`src/rtl/psw_flag_unit.sv`:
```
`default_nettype none
// ============================================================================
// Module      : psw_flag_unit
// Description : Write side of the Z/C flag interface. Flags from flag-setting
//               EX instructions are captured into a pending stage, forwarded
//               to branch logic, then committed to the architectural PSW.
//               Optional save/restore shadow register under `PSW_SAVE_EN`.
// Revision    : 1.0 - initial release
// ============================================================================
module psw_flag_unit #(
   parameter int WIDTH = 16
) (
   input  logic             clk,
   input  logic             rst,
   input  logic             ex_valid,
   input  logic [15:0]      ex_ins,
   input  logic [WIDTH-1:0] alu_result,
   input  logic             alu_cout,
   input  logic             stall,
   input  logic             flush,
`ifdef PSW_SAVE_EN
   input  logic             psw_save,
   input  logic             psw_restore,
`endif
   output logic [1:0]       PSW_NZC,
   output logic [1:0]       psw_arch,
   output logic             alu_cin,
   output logic             flag_pending
);

   localparam logic [4:0] c_OP_ALU  = 5'b00000;
   localparam logic [4:0] c_OP_CMPS = 5'b00110;
   localparam logic [4:0] c_OP_ADDI = 5'b00111;
   localparam logic [4:0] c_OP_SUBI = 5'b01000;
   localparam logic [1:0] c_FN_CMP  = 2'b01;

   logic [4:0] w_opcode;
   logic [1:0] w_func;
   logic       w_set_flags;
   logic       w_zero;
   logic       w_capture;
   logic       w_restore;
   logic [1:0] w_shadow;
   logic       w_unused_ins;

   logic [1:0] r_psw_arch;
   logic       r_pend_valid;
   logic       r_pend_z;
   logic       r_pend_c;

   assign w_opcode     = ex_ins[15:11];
   assign w_func       = ex_ins[1:0];
   assign w_unused_ins = ^ex_ins[10:2];

   always_comb begin
      w_set_flags = 1'b0;
      case (w_opcode)
         c_OP_ALU, c_OP_ADDI, c_OP_SUBI: w_set_flags = 1'b1;
         c_OP_CMPS:                      w_set_flags = (w_func == c_FN_CMP);
         default:                        w_set_flags = 1'b0;
      endcase
   end

   assign w_zero    = (alu_result == '0);
   assign w_capture = ex_valid & w_set_flags & ~flush;

`ifdef PSW_SAVE_EN
   logic [1:0] r_shadow;

   // Save samples the forwarded value so an in-flight update is not lost.
   always_ff @(posedge clk) begin
      if (rst) begin
         r_shadow <= 2'b00;
      end else if (!stall && psw_save && !psw_restore) begin
         r_shadow <= PSW_NZC;
      end
   end

   assign w_restore = psw_restore;
   assign w_shadow  = r_shadow;
`else
   assign w_restore = 1'b0;
   assign w_shadow  = 2'b00;
`endif

   always_ff @(posedge clk) begin
      if (rst) begin
         r_psw_arch   <= 2'b00;
         r_pend_valid <= 1'b0;
         r_pend_z     <= 1'b0;
         r_pend_c     <= 1'b0;
      end else if (!stall) begin
         if (w_restore) begin
            r_psw_arch   <= w_shadow;
            r_pend_valid <= 1'b0;
         end else begin
            // Commit of the older entry and capture of the new one may coincide.
            if (r_pend_valid) begin
               r_psw_arch <= {r_pend_z, r_pend_c};
            end
            r_pend_valid <= w_capture;
            r_pend_z     <= w_zero;
            r_pend_c     <= alu_cout;
         end
      end
   end

   assign PSW_NZC      = r_pend_valid ? {r_pend_z, r_pend_c} : r_psw_arch;
   assign psw_arch     = r_psw_arch;
   assign alu_cin      = PSW_NZC[0];
   assign flag_pending = r_pend_valid;

endmodule
`default_nettype wire

```
`config.mk`:
```
export PLATFORM = sky130hd
export DESIGN_NAME = psw_flag_unit
export DESIGN_NICKNAME = d
export VERILOG_FILES = /design/src/rtl/psw_flag_unit.sv
export SDC_FILE = /design/constraint.sdc
export NUM_CORES = 1
export LEC_CHECK = 0
export CORE_UTILIZATION = 21
export CTS_CLUSTER_DIAMETER = 50
export DETAILED_ROUTE_END_ITERATION = 8
export GPL_TIMING_DRIVEN = 0
export HOLD_SLACK_MARGIN = 0.15
export PLACE_DENSITY = 0.75
export SETUP_SLACK_MARGIN = 0.3
export SLEW_MARGIN = 10
export SYNTH_ARGS = -nofsm -noshare
export SYNTH_HDL_FRONTEND = slang
export SYNTH_SLANG_ARGS = --single-unit
```
`constraint.sdc`:
```
create_clock -name clk -period 1.25 [get_ports clk]
set_clock_uncertainty 0.1 [all_clocks]
set_input_delay 0.125 -clock clk [delete_from_list [all_inputs] [get_ports clk]]
set_output_delay 0.125 -clock clk [all_outputs]
set_load 0.005 [all_outputs]
```
# --- Word-level counts from Yosys, hierarchy flattened ---
# Index checks and enable logic that the tools add are counted.
totals:
  input_bits: 38
  elab_cells: 16
  ff_bits: 5
classes:
  eq_ne: 4
  reduce_logical: 3
  bitwise_logic: 3
  mux: 2
ops:
  columns: ["cell", "count"]
  rows:
  - ["$logic_not A16 Y1", 1]
  - ["$eq A5 B3 Y1 const B", 2]
  - ["$eq A5 B4 Y1 const B", 1]
  - ["$logic_not A5 Y1", 1]
  - ["$reduce_or A3 Y1", 1]
  - ["$and A1 B1 Y1", 2]
  - ["$eq A2 B1 Y1 const B", 1]
  - ["$mux W2", 1]
  - ["$pmux W1 S2", 1]
  - ["$not A1 Y1", 1]

# --- Logic depth before layout (Yosys ltp) ---
logic_depth:
  depth_word: 5
  mapped_depth: 4
  depth_no_buf: 4

# --- Worst setup path after synthesis ---
# No wires, ideal clock.
synth_timing:
  path_kind: "register to output"
  from: "reg r_pend_valid (netlist: flag_pending)"
  to: "out PSW_NZC[0]"
  n_path_buf: 1
  required_ps: 1025
  arrival_ps: 888
  stages_incl_launch_ff: 3
  slack_ps: 137
  cell_sequence: "dfxtp_1 mux2_1 buf_4"
synth_between:
  elab_chain_len: 1
synth_lines:
  columns: ["element", "line", "rtl"]
  rows:
  - ["from (decl)", "47", "logic r_pend_valid;"]
  - ["from (signal assigned)", "101", "r_pend_valid <= w_capture;"]
  - ["$mux W2", null, null]
  - ["to (decl)", "25", "output logic [1:0] PSW_NZC,"]
# Every way passes these cells.

# --- Worst setup path in the final report ---
# Same ends and word-level chain as after synthesis.

==> metrics.yaml <==
route:
  wirelength_um: 845
  drtAntennaViolNets: 0
  via_per_inst: 4.60
  vias: 405
  drt-initial-drc-count: 4
  detail_route.first_pass.iterations: 4
  wl_per_cell_um: 9.60
  drc: 0
yosys:
  synth_most_common_cell: "nor2_1"
  synth_top_area_share_pct: 34.3
  ys_warn_count: 0
  yosysUniqueCellTypes: 20
  netlist_area_um2: 292
  synth_edf_count: 0
  async_reset_ff_share_pct: 0
  yosysTopAreaCell: "dfxtp_1"
  syn-instance-count: 34
  synth_nets: 72
  synthTopCellsByArea: "dfxtp_1, nor4_2, mux2_1"
  seq_area_frac_synth_pct: 34.3
  synth_ff_type: "dfxtp_1"
  synth_top_cells_by_count: "nor2_1, dfxtp_1"
  synth_area_per_cell_um2: 8.57
  ys_ff_latch: 5
run_status:
  status: "finished, violations left"
  violations: "negative setup slack"
timing:
  tightest_slew_ns: 0.418
  tns_ns: -0.109
  grt_setup_unrepaired: "true"
  setup_viol: 3
  relSlewSlack_pct: 72.1
  min_period_over_period_pct: 108
  worst_slack_ns: -0.0967
  slew_viol_final: 0
  holdWs_ns: 0.142
  fmax_ghz: 0.743
  fin_crit_ns: 1.35
  hold_violations: 0
critical_path:
  startpoint_type: "register"
  cp.required_ns: 1.02
  end_kind: "output port"
  path_max_fanout: 4
  cp.arrival_ns: 1.12
  critical_path_class: "reg -> out"
die:
  die_w_um: 39.3
  core_um2: 1300
  die_height_um: 39.3
  design.die.area_um2: 1540
  boundaryPins: 44
  row_count: 13
  start_util_pct: 22.4
placed_design:
  port-buffer-count: 33
  dpl_cell_area_um2: 649
  place_hpwl_um: 698
  gp_congestion: 0.673
  pre_cts_ws_ns: -0.280
  placed_cells: 82
global_route:
  grt_overflow: 0
  grt_max_degree: 10
  grt_usage_pct: 13.8
  grt_pass1_vias: 374
  grt_pass1_wl_um: 1390
  grt_antenna_before_repair: 0
power_and_ir_drop:
  finalPower_mw: 0.499
  leakage_nw: 0.308
  power_per_cell_area_nw_per_um2: 714
  ir_worst_vdd_v: 0.000321
clocking:
  root_buffer: "clkbuf_4"
  cts.sinks: 5
  cts_inserted_buffers: 3
  hold_buffers: 0
  clockBufferDepth: 2
  clock_latency_ns: 0.24
  h-tree-depth: 1
  cts_tree: "yes"
  cts.clk_slew.worst_paths_ns: 0.04
layout:
  finalNonFillerCells: 88
  num_antenna_cells: 0
  areaGrowthSynthToFinish_pct: 140
  design_area_um2: 699
  drive_gt1_share_pct: 32.9
  nets: 112
  post-route-util_pct: 53.8
hold_path:
  hp-class: "in -> reg"
job:
  cap_violations: 0
critical path, cell delays in order (launching register included):
cell	delay (ns)
dfxtp_4	0.36
mux2_4	0.31
buf_6	0.11
buf_6	0.10
final cells by class:
type / count / area (µm²)
clock buffer: 4 / 26.3
multi-input combinational: 26 / 190
timing repair buffer: 35 / 339
inverter: 1 / 3.75
fill: 132 / 602
tap: 15 / 18.8
sequential: 5 / 106
buffer: 2 / 15.0
routing by layer:
| layer | global-route usage, % | share of wire, % |
|---|---|---|
| met5 | 0 | 0 |
| met4 | 10.3 | 0 |
| met3 | 6.25 | 14 |
| met2 | 22.1 | 46 |
| met1 | 13.7 | 39 |
power by group:
group | internal, mW | leakage (nW) | switching, mW
combinational | 0.106 | 0.250 | 0.0426
clock | 0.120 | 0.0150 | 0.0607
sequential | 0.165 | 0.0424 | 0.00415
logic make-up (layout without fill, tap and decap cells):
family	count (synthesis)	after routing	synth area share (%)
simple gates	19	19	37.8
mux	3	3	11.2
buf+inv	3	42	5.15
flops	5	5	34.3
compound gates	4	4	11.6
final timing paths:
path | startpoint | cells past startpoint | slack, ns | to
setup / recovery | flag_pending | 3 | -0.1 | PSW_NZC[0]
hold / removal | ex_ins[13] | 3 | 0.14 | flag_pending
setup reg to reg | flag_pending | 3 | 0.20 | psw_arch[1]
hold reg to reg | r_pend_c | 2 | 0.39 | r_pend_c
flip-flops by register name (all words and copies together), names as in the netlist:
signal,flops
flag_pending,1
r_pend_z,1
r_pend_c,1
psw_arch,2
what timing repair did:
item,4_1_cts,5_1_grt
gates resized for setup,49,5
pin swaps,7,7
setup buffers,2,0
setup endpoints to repair,10,10
layout by cell type (no fill, tap or decap), types with 2 or more instances in the layout:
| cell | Yosys | routed |
|---|---|---|
| nor2b_1 | 2 | 2 |
| nand2_1 | 2 | 2 |
| clkdlybuf4s50_1 | 0 | 14 |
| nor4_2 | 2 | 2 |
| dlymetal6s2s_1 | 0 | 2 |
| dfxtp_1 | 5 | 2 |
| dfxtp_2 | 0 | 2 |
| nor2_1 | 6 | 5 |
| buf_2 | 0 | 3 |
| mux2_4 | 0 | 2 |
| clkbuf_4 | 0 | 3 |
| buf_6 | 0 | 8 |
| dlygate4sd2_1 | 0 | 8 |
| nor3_1 | 2 | 2 |
| clkbuf_1 | 1 | 2 |
Note: power is estimated with default switching activity, not from simulation.
